[config.mk]
export PLATFORM = sky130hd
export DESIGN_NAME = mem_arbiter
export DESIGN_NICKNAME = d
export VERILOG_FILES = /design/src/rtl/coffee_bus_pkg.sv /design/src/rtl/addr_decode.sv /design/src/rtl/mem_arbiter.sv
export SDC_FILE = /design/constraint.sdc
export NUM_CORES = 1
export LEC_CHECK = 0
export BUFFER_PORTS_ARGS = -buffer_cell sky130_fd_sc_hd__buf_4
export CAP_MARGIN = 20
export CORE_ASPECT_RATIO = 0.6
export CORE_UTILIZATION = 44
export DETAILED_ROUTE_END_ITERATION = 7
export PLACE_DENSITY = 0.84
export RECOVER_POWER = 100
export SKIP_LAST_GASP = 1
export SLEW_MARGIN = 20
export SYNTH_ARGS = -nofsm -noshare
export SYNTH_HDL_FRONTEND = slang
export SYNTH_SLANG_ARGS = --single-unit
[constraint.sdc]
create_clock -name clock -period 2.4 [get_ports clock]
set_clock_uncertainty 0.05 [all_clocks]
set_input_delay 0 -clock clock [delete_from_list [all_inputs] [get_ports clock]]
set_output_delay 0 -clock clock [all_outputs]
set_load 0.01 [all_outputs]
[src/rtl/coffee_bus_pkg.sv]
//------------------------------------------------------------------------------
// coffee_bus_pkg : shared constants and read-return tags for the memory bus
// Revision 1.0
//------------------------------------------------------------------------------
`default_nettype none

package coffee_bus_pkg;

  localparam int unsigned c_MEM_AW_DEFAULT    = 13;
  localparam logic [15:0] c_DISP_ADDR_DEFAULT = 16'hFFFF;

  // Owner/source of the read granted in the previous cycle
  typedef enum logic [2:0] {
    SRC_NONE     = 3'd0,
    SRC_CPU_RAM  = 3'd1,
    SRC_CPU_DISP = 3'd2,
    SRC_CPU_NULL = 3'd3,
    SRC_AUX_RAM  = 3'd4,
    SRC_AUX_DISP = 3'd5,
    SRC_AUX_NULL = 3'd6
  } src_t;

  function automatic logic src_is_cpu(input src_t s);
    return (s == SRC_CPU_RAM) || (s == SRC_CPU_DISP) || (s == SRC_CPU_NULL);
  endfunction

  function automatic logic src_is_aux(input src_t s);
    return (s == SRC_AUX_RAM) || (s == SRC_AUX_DISP) || (s == SRC_AUX_NULL);
  endfunction

endpackage

`default_nettype wire

[src/rtl/addr_decode.sv]
//------------------------------------------------------------------------------
// addr_decode : classifies a 16-bit word address as RAM, display or unmapped
// Revision 1.0
//------------------------------------------------------------------------------
`default_nettype none

module addr_decode
  import coffee_bus_pkg::*;
#(
  parameter int unsigned MEM_AW    = c_MEM_AW_DEFAULT,
  parameter logic [15:0] DISP_ADDR = c_DISP_ADDR_DEFAULT
) (
  input  logic [15:0] i_addr,
  output logic        o_is_ram,
  output logic        o_is_disp,
  output logic        o_is_unmapped
);

  // 17 bits so that MEM_AW = 16 still yields a valid limit
  localparam logic [16:0] c_RAM_LIMIT = 17'd1 << MEM_AW;

  logic w_is_ram;
  logic w_is_disp;

  assign w_is_ram      = ({1'b0, i_addr} < c_RAM_LIMIT);
  assign w_is_disp     = !w_is_ram && (i_addr == DISP_ADDR);
  assign o_is_ram      = w_is_ram;
  assign o_is_disp     = w_is_disp;
  assign o_is_unmapped = !w_is_ram && !w_is_disp;

endmodule

`default_nettype wire

[src/rtl/mem_arbiter.sv]
//------------------------------------------------------------------------------
// mem_arbiter : CPU/aux arbiter for the shared 8K x 32 memory plus display reg
// Revision 1.0
//------------------------------------------------------------------------------
`default_nettype none

module mem_arbiter
  import coffee_bus_pkg::*;
#(
  parameter int unsigned MEM_AW    = c_MEM_AW_DEFAULT,
  parameter logic [15:0] DISP_ADDR = c_DISP_ADDR_DEFAULT,
  parameter int unsigned MAX_WAIT  = 4
) (
  input  logic              clock,
  input  logic              nRst,
  input  logic              cpu_req,
  input  logic              cpu_we,
  input  logic [15:0]       cpu_addr,
  input  logic [31:0]       cpu_wdata,
  output logic              cpu_gnt,
  output logic [31:0]       cpu_rdata,
  output logic              cpu_rvalid,
  input  logic              aux_req,
  input  logic              aux_we,
  input  logic [15:0]       aux_addr,
  input  logic [31:0]       aux_wdata,
  output logic              aux_gnt,
  output logic [31:0]       aux_rdata,
  output logic              aux_rvalid,
  output logic [MEM_AW-1:0] mem_addr,
  output logic [31:0]       mem_wdata,
  output logic              mem_wren,
  input  logic [31:0]       mem_q,
  output logic [15:0]       disp
);

  localparam logic [3:0] c_MAX_WAIT = 4'(MAX_WAIT);

  logic [3:0]  r_wait_cnt;
  src_t        r_src;
  logic [15:0] r_disp;
  logic [31:0] r_cpu_rdata;
  logic [31:0] r_aux_rdata;

  logic        w_cpu_is_ram, w_cpu_is_disp, w_cpu_is_null;
  logic        w_aux_is_ram, w_aux_is_disp, w_aux_is_null;
  logic        w_force;
  logic        w_cpu_gnt, w_aux_gnt, w_any_gnt;
  logic        w_sel_we, w_sel_ram, w_sel_disp, w_sel_null;
  logic [31:0] w_sel_wdata;
  src_t        w_src_nxt;
  logic [31:0] w_ret_data;
  logic        w_cpu_rvalid, w_aux_rvalid;

  addr_decode #(.MEM_AW(MEM_AW), .DISP_ADDR(DISP_ADDR)) u_cpu_dec (
    .i_addr        (cpu_addr),
    .o_is_ram      (w_cpu_is_ram),
    .o_is_disp     (w_cpu_is_disp),
    .o_is_unmapped (w_cpu_is_null)
  );

  addr_decode #(.MEM_AW(MEM_AW), .DISP_ADDR(DISP_ADDR)) u_aux_dec (
    .i_addr        (aux_addr),
    .o_is_ram      (w_aux_is_ram),
    .o_is_disp     (w_aux_is_disp),
    .o_is_unmapped (w_aux_is_null)
  );

  // Aux jumps ahead of the CPU once it has been denied MAX_WAIT times in a row
  assign w_force   = (r_wait_cnt == c_MAX_WAIT);
  assign w_aux_gnt = nRst && aux_req && (w_force || !cpu_req);
  assign w_cpu_gnt = nRst && cpu_req && !w_aux_gnt;
  assign w_any_gnt = w_cpu_gnt || w_aux_gnt;

  assign w_sel_we    = w_aux_gnt ? aux_we        : cpu_we;
  assign w_sel_ram   = w_aux_gnt ? w_aux_is_ram  : w_cpu_is_ram;
  assign w_sel_disp  = w_aux_gnt ? w_aux_is_disp : w_cpu_is_disp;
  assign w_sel_null  = w_aux_gnt ? w_aux_is_null : w_cpu_is_null;
  assign w_sel_wdata = w_aux_gnt ? aux_wdata     : cpu_wdata;

  assign cpu_gnt   = w_cpu_gnt;
  assign aux_gnt   = w_aux_gnt;
  assign mem_addr  = w_aux_gnt ? aux_addr[MEM_AW-1:0] : cpu_addr[MEM_AW-1:0];
  assign mem_wdata = w_sel_wdata;
  assign mem_wren  = w_any_gnt && w_sel_we && w_sel_ram;

  always_comb begin
    w_src_nxt = SRC_NONE;
    if (w_any_gnt && !w_sel_we) begin
      if (w_sel_ram) begin
        w_src_nxt = w_aux_gnt ? SRC_AUX_RAM : SRC_CPU_RAM;
      end else if (w_sel_disp) begin
        w_src_nxt = w_aux_gnt ? SRC_AUX_DISP : SRC_CPU_DISP;
      end else if (w_sel_null) begin
        w_src_nxt = w_aux_gnt ? SRC_AUX_NULL : SRC_CPU_NULL;
      end
    end
  end

  always_comb begin
    w_ret_data = 32'h0;
    case (r_src)
      SRC_CPU_RAM,  SRC_AUX_RAM:  w_ret_data = mem_q;
      SRC_CPU_DISP, SRC_AUX_DISP: w_ret_data = {16'h0, r_disp};
      default:                    w_ret_data = 32'h0;
    endcase
  end

  assign w_cpu_rvalid = src_is_cpu(r_src);
  assign w_aux_rvalid = src_is_aux(r_src);

  assign cpu_rvalid = w_cpu_rvalid;
  assign aux_rvalid = w_aux_rvalid;
  assign cpu_rdata  = w_cpu_rvalid ? w_ret_data : r_cpu_rdata;
  assign aux_rdata  = w_aux_rvalid ? w_ret_data : r_aux_rdata;
  assign disp       = r_disp;

  always_ff @(posedge clock or negedge nRst) begin
    if (!nRst) begin
      r_wait_cnt <= 4'd0;
    end else if (aux_req && !w_aux_gnt) begin
      if (r_wait_cnt != c_MAX_WAIT) begin
        r_wait_cnt <= r_wait_cnt + 4'd1;
      end
    end else begin
      r_wait_cnt <= 4'd0;
    end
  end

  always_ff @(posedge clock or negedge nRst) begin
    if (!nRst) begin
      r_src <= SRC_NONE;
    end else begin
      r_src <= w_src_nxt;
    end
  end

  always_ff @(posedge clock or negedge nRst) begin
    if (!nRst) begin
      r_disp <= 16'h0;
    end else if (w_any_gnt && w_sel_we && w_sel_disp) begin
      r_disp <= w_sel_wdata[15:0];
    end
  end

  // Return data is captured so each port's rdata holds between its reads
  always_ff @(posedge clock or negedge nRst) begin
    if (!nRst) begin
      r_cpu_rdata <= 32'h0;
      r_aux_rdata <= 32'h0;
    end else begin
      if (w_cpu_rvalid) begin
        r_cpu_rdata <= w_ret_data;
      end
      if (w_aux_rvalid) begin
        r_aux_rdata <= w_ret_data;
      end
    end
  end

endmodule

`default_nettype wire

==> results of run 1 <==
[routing by layer]
metal	share of wire [%]	routed length, um	up-vias
met1	43	7410	2429
met5	0	0	-
met4	1.9	336	0
met3	6.9	1190	36
li1	-	-	2215
met2	49	8470	241
[cells in the final DEF, fill, tap and decap left out, drive strengths merged, types with 3 or more instances in the layout]
cell type and n:
nand4 8, mux2 61, nor2b 35, nor2 8
buf 174, a22oi 16, nand2 52, dlygate4sd3 58
xnor2 3, a21oi 23, a221o 16, a22o 16
o21ai 49, dfrtp 87, clkbuf 121, inv 7
clkinvlp 3, nor4 3
[synthesized netlist by cell type]
cell,instances
a22o_1,16
nand3b_4,1
xnor2_1,3
a32oi_2,1
buf_1,2
clkbuf_1,20
a221o_1,16
nand4_1,8
inv_1,5
nand2_1,52
buf_2,8
mux2_2,51
or2b_1,1
o21a_1,1
nor3b_2,2
nand2b_1,1
and2_1,1
o21ai_0,49
nor4_1,3
nand3_1,1
nand3b_2,1
o21bai_1,1
buf_12,1
nor2_1,8
nor4bb_1,1
a21oi_1,21
nor2b_1,35
or3_1,1
dfrtp_1,87
a22oi_1,16
ha_1,2
nor3_1,2
a21oi_4,2
mux2_4,10
[final timing paths]
path                                 start              end  slack (ns)  cells after the start
setup / recovery             r_wait_cnt[1]     mem_wdata[9]        0.09                      8
hold / removal                cpu_wdata[2]          disp[2]        0.01                      3
setup reg to reg             r_wait_cnt[1]          disp[2]        0.09                      9
hold reg to reg            r_aux_rdata[23]  r_aux_rdata[23]        0.44                      2
max in group asynchronous             nRst          disp[1]        0.77                      4
min in group asynchronous             nRst    r_wait_cnt[0]        0.28                      3
[timing repair]
action	in CTS	in global routing
hold endpoints to repair	101	0
setup endpoints to repair	18	65
gates cloned	0	1
gates resized for setup	0	7
hold buffers	58	0
pin swaps	1	0
buffers inserted	1	0
[cell type report]
class	instances	area, um2
Clock buffer	11	243
Timing Repair Buffer	342	2370
Fill cell	830	2750
Inverter	5	18.8
Tap cell	135	169
Multi-Input combinational cell	307	2220
Clock inverter	5	40.0
Sequential cell	87	2180
[registers in the layout, summed over array words and instances, names as in the netlist]
| register | cells |
|---|---|
| disp | 16 |
| r_aux_rdata | 32 |
| r_cpu_rdata | 32 |
| r_src | 3 |
| r_wait_cnt | 4 |
[power by group through the flow]
stage               logic (mW)  registers, mW  clock network [mW]
finish                    1.32           1.77                1.35
global route              1.43           1.79                1.42
CTS                       1.48           1.77                1.35
detailed placement        1.39           1.79                   0
global placement          1.35           1.78                   0
floorplan                0.642           1.76                   0
[cell families after synthesis]
| kind of cell | after synthesis | share of synthesized area, % |
|---|---|---|
| AO/OA/AOI/OAI | 123 | 18.3 |
| XOR/XNOR | 3 | 0.575 |
| adder cells (fa/ha/maj) | 2 | 0.548 |
| buffers and inverters | 36 | 3.53 |
| flip-flops | 87 | 47.6 |
| multiplexers | 61 | 15.9 |
| AND/OR/NAND/NOR | 118 | 13.6 |
[worst max-delay path, stage by stage (launching register included)]
cell and delay, ns:
dfrtp_1 0.41, inv_1 0.10, ha_2 0.21, nand3b_4 0.13, a21oi_4 0.18, buf_6 0.18, clkbuf_2 0.17, mux2_1 0.37
buf_4 0.16
==> flow_metrics.py, run 1 <==
metrics = {
    "sta": {
        "worst_slack_ns": 0.0859,
        "setup_viol": 0,
        "worst_slew_pin_slew_ns": 0.931,
        "fin_setup_tns_ns": 0,
        "slew-limit-headroom_pct": 37.9,
        "max_freq_mhz": 432,
        "rsz0062_at_grt": "no",
        "worst_hold_slack_ns": 0.0133,
        "hold_viol_final": 0,
        "min_period_ns": 2.31,
        "report.final.slew_viol_count": 0,
        "finalCritPeriodShare_pct": 96.4,
    },
    "clock_tree": {
        "htree_levels": 3,
        "worstSkewPairLatency_ns": 0.35,
        "root_buffer": "clkbuf_16",
        "cts_max_path_buffers": 2,
        "cts_buffers": 9,
        "clk_pin_slew_ns": 0.06,
        "cts_num_sinks": 87,
        "cts_tree": "done",
    },
    "power": {
        "ir_drop_uv": 426,
        "switchingPower_mw": 1.41,
        "p_leak_nw": 3.30,
        "switching_share_pct": 31.8,
        "cellPowerDensity_nw_per_um2": 613,
        "power_mw": 4.44,
        "power.share.clock_pct": 30.3,
        "power_frac_comb_pct": 29.7,
        "seqPwrFrac_pct": 39.9,
        "intPower_mw": 3.02,
    },
    "yosys": {
        "synth_area_per_cell_um2": 10.6,
        "syn_area_um2": 4570,
        "synth_seq_area_share_pct": 47.6,
        "synthesis.nets": 566,
        "synth-seq-cells": 87,
        "synth_top_area_share_pct": 47.6,
        "synth.area.top_cells": "dfrtp_1, mux2_2, o21ai_0, nor2b_1, nand2_1",
        "synth_top_cell_by_area": "dfrtp_1",
        "yosys_warnings": 0,
        "synthDistinctLibCells": 34,
        "synthesis.instances": 430,
    },
    "floorplan": {
        "ios": 264,
        "fp.dieW_um": 134,
        "fp.dieArea_um2": 10800,
        "start_util_pct": 45.8,
        "num_rows": 28,
        "coreArea_um2": 9980,
        "dieHeight_um": 80.9,
    },
    "setup_path": {
        "end_kind": "output pin",
        "startpoint_type": "flop",
        "required_ns": 2.35,
        "path_max_fanout": 10,
        "arrival_ns": 2.26,
        "path_class": "flop to output pin",
    },
    "place": {
        "io_buffers": 263,
        "placed_area_um2": 6740,
        "hpwlAfterDp_um": 12100,
        "dp_slack_ns": 0.0622,
        "gp_congestion": 0.857,
        "placed_cells": 817,
    },
    "worst_hold_path": {
        "holdCritPathClass": "primary input to flop",
    },
    "layout": {
        "area.growth.synth_to_final_pct": 58.4,
        "finalNonFillerCells": 892,
        "diodes": 0,
        "nNetsFinal": 888,
        "final_area_um2": 7240,
        "finish.utilization_pct": 72.5,
        "drive_above_1_share_pct": 32.5,
    },
    "global_routing": {
        "grtUsageMet3_pct": 8.86,
        "grt-ovfl-total": 0,
        "grt_pass1_vias": 4959,
        "top_usage_layer": "met2",
        "grt_max_degree": 68,
        "use_met1_pct": 41.0,
        "antenna_found_initial": 0,
        "grt_use_total_pct": 32.2,
        "use_met2_pct": 53.4,
        "grt_pass1_wl_um": 26500,
    },
    "routing": {
        "routedWlPerCell_um": 19.5,
        "ant_nets": 0,
        "drc": 0,
        "drt-initial-drc-count": 284,
        "drt-pass1-iter-count": 5,
        "vias_per_cell": 5.52,
        "vias": 4921,
        "routed_wirelength_um": 17400,
    },
    "run": {
        "max_cap_violations": 0,
    },
    "status": {
        "outcome": "completed",
    },
}
Power figures use the tool's default switching activity.
==> inputs of run 2 (changes only) <==
Settings changed: CORE_UTILIZATION 44 to 45, SYNTH_HIERARCHICAL set to 1.
==> run 2 against run 1 <==
Effect of this change:
- combinational power barely moved
- non-clock buffer count fell by 24
- sequential share of layout area fell by 0.26 points
- the run now ends with hold timing left
- highest routed layer unchanged
==> flow_metrics.py, run 2 <==
metrics = {
    "status": {
        "outcome": "complete, but fails checks",
        "violations": "hold timing",
    },
    "yosys": {
        "syn_area_um2": 4880,
        "synth-seq-cells": 87,
        "synthTopCellsByCount": "dfrtp_1, nand2_1, mux2_2, inv_1, o21ai_0",
        "synth_ff_type": "dfrtp_1",
        "synth_top_area_share_pct": 44.6,
        "synth_compound_area_share_pct": 20.5,
        "synthesis.instances": 491,
        "synth.area.top_cells": "dfrtp_1, mux2_2, o31ai_1, mux2i_1, nand2_1",
        "synthAdderAreaFrac_pct": 0.512,
        "synthesis.nets": 627,
        "synth_most_common_cell": "dfrtp_1",
        "synth_top_family_by_area": "compound AO/OA/AOI/OAI gates",
        "synthArstFlopShare_pct": 100,
        "synthDistinctLibCells": 40,
        "synth_xor_area_share_pct": 0.359,
        "synth_seq_area_share_pct": 44.6,
        "yosys.area_share.simple_pct": 12.6,
        "synth_mux_area_share_pct": 14.7,
        "synth-edff-count": 0,
        "yosys_warnings": 6,
        "synth_top_cell_by_area": "dfrtp_1",
        "synth_area_per_cell_um2": 9.95,
    },
    "setup_path": {
        "rrSetupSlack_ns": 0.46,
        "path_class": "flop to output pin",
        "reg2reg_depth": 5,
        "crit_start": "r_wait_cnt[0]",
        "arrival_ns": 2.25,
        "startpoint_type": "flop",
        "end_kind": "output pin",
        "critPathCapture": "mem_wdata[22]",
        "required_ns": 2.35,
        "path_max_fanout": 13,
        "reg2reg_to": "disp[13]",
        "reg2reg_from": "r_wait_cnt[0]",
    },
    "sta": {
        "worst_hold_slack_ns": -0.00939,
        "hold_viol_final": 2,
        "worst_slew_pin_slew_ns": 1.39,
        "max_freq_mhz": 434,
        "setup_viol": 0,
        "fin_setup_tns_ns": 0,
        "report.final.slew_viol_count": 0,
        "min_period_ns": 2.30,
        "worst_slack_ns": 0.0982,
        "rsz0062_at_grt": "no",
        "finalCritPeriodShare_pct": 95.9,
        "slew-limit-headroom_pct": 7.62,
    },
    "floorplan": {
        "dieHeight_um": 82.7,
        "num_rows": 29,
        "start_util_pct": 46.3,
        "ios": 264,
        "fp.dieArea_um2": 11300,
        "fp.dieW_um": 137,
        "coreArea_um2": 10600,
    },
    "clock_tree": {
        "cts_num_sinks": 87,
        "cts_buffers": 9,
        "htree_levels": 3,
        "worstSkewPairLatency_ns": 0.34,
        "root_buffer": "clkbuf_16",
        "cts_max_path_buffers": 2,
        "clk_pin_slew_ns": 0.06,
        "cts_tree": "done",
    },
    "layout": {
        "layout_common_cells": "buf_4, clkbuf_1, dfrtp_1",
        "diodes": 0,
        "drive_above_1_share_pct": 31.3,
        "layout_commonest_cell": "buf_4",
        "finish.utilization_pct": 69.2,
        "final_area_um2": 7310,
        "finalNonFillerCells": 925,
        "area.growth.synth_to_final_pct": 49.6,
        "nNetsFinal": 917,
    },
    "global_routing": {
        "grt_pass1_wl_um": 26500,
        "grt_use_total_pct": 30.9,
        "antenna_found_initial": 0,
        "grt-ovfl-total": 0,
        "grt_max_degree": 63,
        "grt_pass1_vias": 5180,
    },
    "power": {
        "power_mw": 4.55,
        "ir_drop_uv": 400,
        "p_leak_nw": 3.31,
        "cellPowerDensity_nw_per_um2": 622,
    },
    "place": {
        "gp_congestion": 0.878,
        "placed_area_um2": 6990,
        "dp_slack_ns": 0.345,
        "io_buffers": 263,
        "hpwlAfterDp_um": 12700,
        "placed_cells": 869,
    },
    "routing": {
        "top_layer": "met4",
        "vias_per_cell": 5.74,
        "routedLengthMet1_um": 7060,
        "dr_wl_met3_um": 1430,
        "vias": 5312,
        "ant_nets": 0,
        "drt-initial-drc-count": 381,
        "routed_wirelength_um": 18200,
        "routedWlPerCell_um": 19.6,
        "drc": 0,
        "wl_met2_um": 9210,
        "drt-pass1-iter-count": 5,
    },
    "worst_hold_path": {
        "hold_start": "mem_q[2]",
        "holdCritPathClass": "primary input to flop",
    },
    "run": {
        "max_cap_violations": 0,
    },
}
## run 2: report_power, final
| part | internal, mW | total [mW] | switching, mW | leakage [nW] |
|---|---|---|---|---|
| combinational | 0.555 | 1.31 | 0.754 | 2.11 |
| sequential | 1.69 | 1.78 | 0.0914 | 1.05 |
| clock | 0.910 | 1.46 | 0.550 | 0.151 |
## run 2: cell type report
type                    instances  area, um2
fillers                       890       3250
multi-input cells             327       2380
flip-flops and latches         87       2180
repair buffers                318       2130
clock buffers                  12        236
well taps                     139        174
inverters                      38        143
clock inverters                 4       70.1
## run 2: logic make-up (layout without fill, tap and decap cells)
family          after synthesis  count (layout)
mux                          66              66
simple gates                120             120
flops                        87              87
xor+xnor                      2               2
buf+inv                      77             372
compound gates              137             137
fa+ha+maj                     2               2
## run 2: worst max-delay path: stages, from the launching register on
cell and delay [ns]:
dfrtp_2 0.43, inv_1 0.07, ha_2 0.19, nand3b_1 0.19
a21oi_4 0.19, buf_12 0.14, buf_8 0.17, mux2_2 0.37
buf_4 0.15
## run 2: how the worst min path moves through the flow
stage / endpoint / cells past startpoint / slack, ns
after floorplan: disp[0] / 0 / -0.35
after global placement: r_cpu_rdata[28] / 1 / -0.08
after detailed placement: r_cpu_rdata[26] / 1 / -0.08
after CTS: r_cpu_rdata[2] / 3 / 0.0008
after global routing: r_aux_rdata[2] / 3 / 0.007
final: r_cpu_rdata[2] / 3 / -0.009
## run 2: what timing repair did
action,4_1_cts,5_1_grt
gates cloned,0,2
setup buffers,0,1
endpoints found under the hold margin,81,0
hold buffers,37,0
endpoints found under the setup margin,12,51
resized for setup,1,8
pin swaps,0,1
## run 2: per-layer routing
| metal | track usage [%] | vias to the layer above |
|---|---|---|
| li1 | - | 2374 |
| met1 | 36.3 | 2589 |
| met2 | 54.4 | 305 |
| met3 | 8.24 | 44 |
| met4 | 12.8 | 0 |
| met5 | 0 | - |
==> inputs of run 3 (changes only) <==
Settings changed: BUFFER_PORTS_ARGS -buffer_cell sky130_fd_sc_hd__buf_4 to -buffer_cell sky130_fd_sc_hd__buf_2, PLACE_DENSITY 0.84 to 0.92, RECOVER_POWER 100 to not set.
==> run 3 against run 2 <==
Effect of this change:
- maximum frequency grew 2.2%
- non-clock buffer count grew 11
- design area shrank 2.0%
- critical endpoint is now mem_addr[6]
- register-to-register slack lost 0.13 ns
- sequential share of layout area grew 0.64 points
- the run now ends clean
- clock-buffer cell count shrank 2
- sequential power is essentially flat
==> flow_metrics.py, run 3 (same netlist as run 2, synthesis figures left out) <==
metrics = {
    "setup_path": {
        "required_ns": 2.35,
        "reg2reg_to": "disp[3]",
        "path_max_fanout": 32,
        "rrSetupSlack_ns": 0.33,
        "reg2reg_depth": 6,
        "path_class": "flop to output pin",
        "arrival_ns": 2.20,
        "end_kind": "output pin",
        "startpoint_type": "flop",
        "reg2reg_from": "r_wait_cnt[0]",
    },
    "worst_hold_path": {
        "hold_start": "mem_q[13]",
        "holdCritPathClass": "primary input to flop",
        "whs_endpoint": "r_cpu_rdata[13]",
        "hold_depth": 3,
    },
    "routing": {
        "vias_per_cell": 5.60,
        "ant_nets": 0,
        "top_layer": "met4",
        "routedWlPerCell_um": 18.7,
        "routed_wirelength_um": 17600,
        "dr_wl_met3_um": 1350,
        "drt-pass1-iter-count": 5,
        "vias": 5252,
        "routedLengthMet1_um": 6790,
        "wl_met2_um": 8670,
        "drc": 0,
        "drt-initial-drc-count": 373,
    },
    "place": {
        "placed_area_um2": 6330,
        "io_buffers": 263,
        "gp_congestion": 1.04,
        "dp_slack_ns": 0.285,
        "hpwlAfterDp_um": 11900,
    },
    "layout": {
        "finish.utilization_pct": 67.8,
        "layout_commonest_cell": "buf_2",
        "nNetsFinal": 928,
        "drive_above_1_share_pct": 44.8,
        "layout_common_cells": "buf_2, dfrtp_1, nand2_1",
        "area.growth.synth_to_final_pct": 46.5,
        "final_area_um2": 7160,
    },
    "sta": {
        "worst_slack_ns": 0.147,
        "hold_viol_final": 0,
        "min_period_ns": 2.25,
        "fin_setup_tns_ns": 0,
        "setup_viol": 0,
        "rsz0062_at_grt": "no",
        "worst_hold_slack_ns": 0.00915,
        "worst_slew_pin_slew_ns": 0.771,
        "finalCritPeriodShare_pct": 93.9,
        "report.final.slew_viol_count": 0,
        "max_freq_mhz": 444,
        "slew-limit-headroom_pct": 48.6,
    },
    "clock_tree": {
        "root_buffer": "clkbuf_16",
        "cts_num_sinks": 87,
        "cts_tree": "done",
        "cts_max_path_buffers": 2,
        "htree_levels": 3,
        "clk_pin_slew_ns": 0.06,
        "cts_buffers": 9,
        "worstSkewPairLatency_ns": 0.34,
    },
    "global_routing": {
        "grt_pass1_vias": 4863,
        "grt_pass1_wl_um": 25600,
        "grt-ovfl-total": 0,
        "grt_max_degree": 80,
        "grt_use_total_pct": 30.3,
        "antenna_found_initial": 2,
    },
    "status": {
        "outcome": "completed",
    },
    "power": {
        "switching_share_pct": 31.2,
        "p_leak_nw": 3.52,
        "power_frac_comb_pct": 28.3,
        "seqPwrFrac_pct": 39.8,
        "ir_drop_uv": 527,
        "intPower_mw": 3.08,
        "cellPowerDensity_nw_per_um2": 625,
        "switchingPower_mw": 1.40,
        "power.share.clock_pct": 31.9,
    },
    "floorplan": {
        "coreArea_um2": 10600,
        "dieHeight_um": 82.7,
        "num_rows": 29,
        "start_util_pct": 46.3,
        "fp.dieArea_um2": 11300,
        "fp.dieW_um": 137,
        "ios": 264,
    },
    "run": {
        "max_cap_violations": 0,
    },
}
==> run 3: cell count changes in the layout (fill, tap and decap cells not counted), sizes merged <==
cell         change
dlygate4sd3     +13
clkinvlp         +2
clkinv           -1
inv              +2
diode            +2
clkbuf         -122
buf            +118
bufinv           -1
==> run 3: power by group through the flow <==
stage	logic, mW	registers, mW	clock network, mW
2_1_floorplan	0.640	1.77	0
3_3_place_gp	1.15	1.79	0
3_5_place_dp	1.17	1.80	0
4_1_cts	1.25	1.78	1.46
5_1_grt	1.38	1.80	1.52
6_report	1.27	1.78	1.43
==> run 3: cell type report <==
cell class                      instances  area (um2)
Sequential cell                        87        2180
Timing Repair Buffer                  329        1960
Tap cell                              139         174
Multi-Input combinational cell        327        2390
Inverter                               38         143
Clock inverter                          6        67.6
Fill cell                             814        3400
Antenna cell                            2        5.00
Clock buffer                           10         239
==> run 3: per-layer routing <==
layer  up-vias  global-route usage, %
li1       2408                      -
met1      2464                   35.9
met2       315                   51.6
met3        65                   7.20
met4         0                   16.4
met5         -                      0
==> run 3: metrics by stage <==
| stage | cells | power [mW] |
|---|---|---|
| 3_5_place_dp | 869 | 2.98 |
| 4_1_cts | 936 | 4.49 |
| 2_1_floorplan | 491 | 2.41 |
| 5_1_grt | 938 | 4.70 |
| 3_3_place_gp | 869 | 2.94 |
| 6_report | 938 | 4.47 |
==> run 3: how the worst max path moves through the flow <==
stage / to / cells after the start / startpoint
finish: mem_addr[6] / 7 / r_wait_cnt[0]
global route: mem_wdata[29] / 7 / r_wait_cnt[0]
CTS: aux_rdata[7] / 4 / r_src[2]
detailed placement: mem_wdata[24] / 7 / r_wait_cnt[0]
global placement: mem_addr[3] / 7 / r_wait_cnt[0]
floorplan: r_src[1] / 6 / r_wait_cnt[0]
==> run 3: critical path, stage by stage, from the launching register on <==
cell and delay [ns]:
dfrtp_1 0.42, inv_1 0.08, ha_1 0.17, nand3b_1 0.16, a21oi_4 0.21, buf_6 0.29, mux2_2 0.38, buf_2 0.14
==> run 3: what timing repair did <==
action,4_1_cts,5_1_grt
buffers inserted,1,0
hold buffers,50,0
gates resized for setup,2,1
endpoints found under the hold margin,76,0
cloned,0,0
endpoints found under the setup margin,45,3
pin swaps,0,0
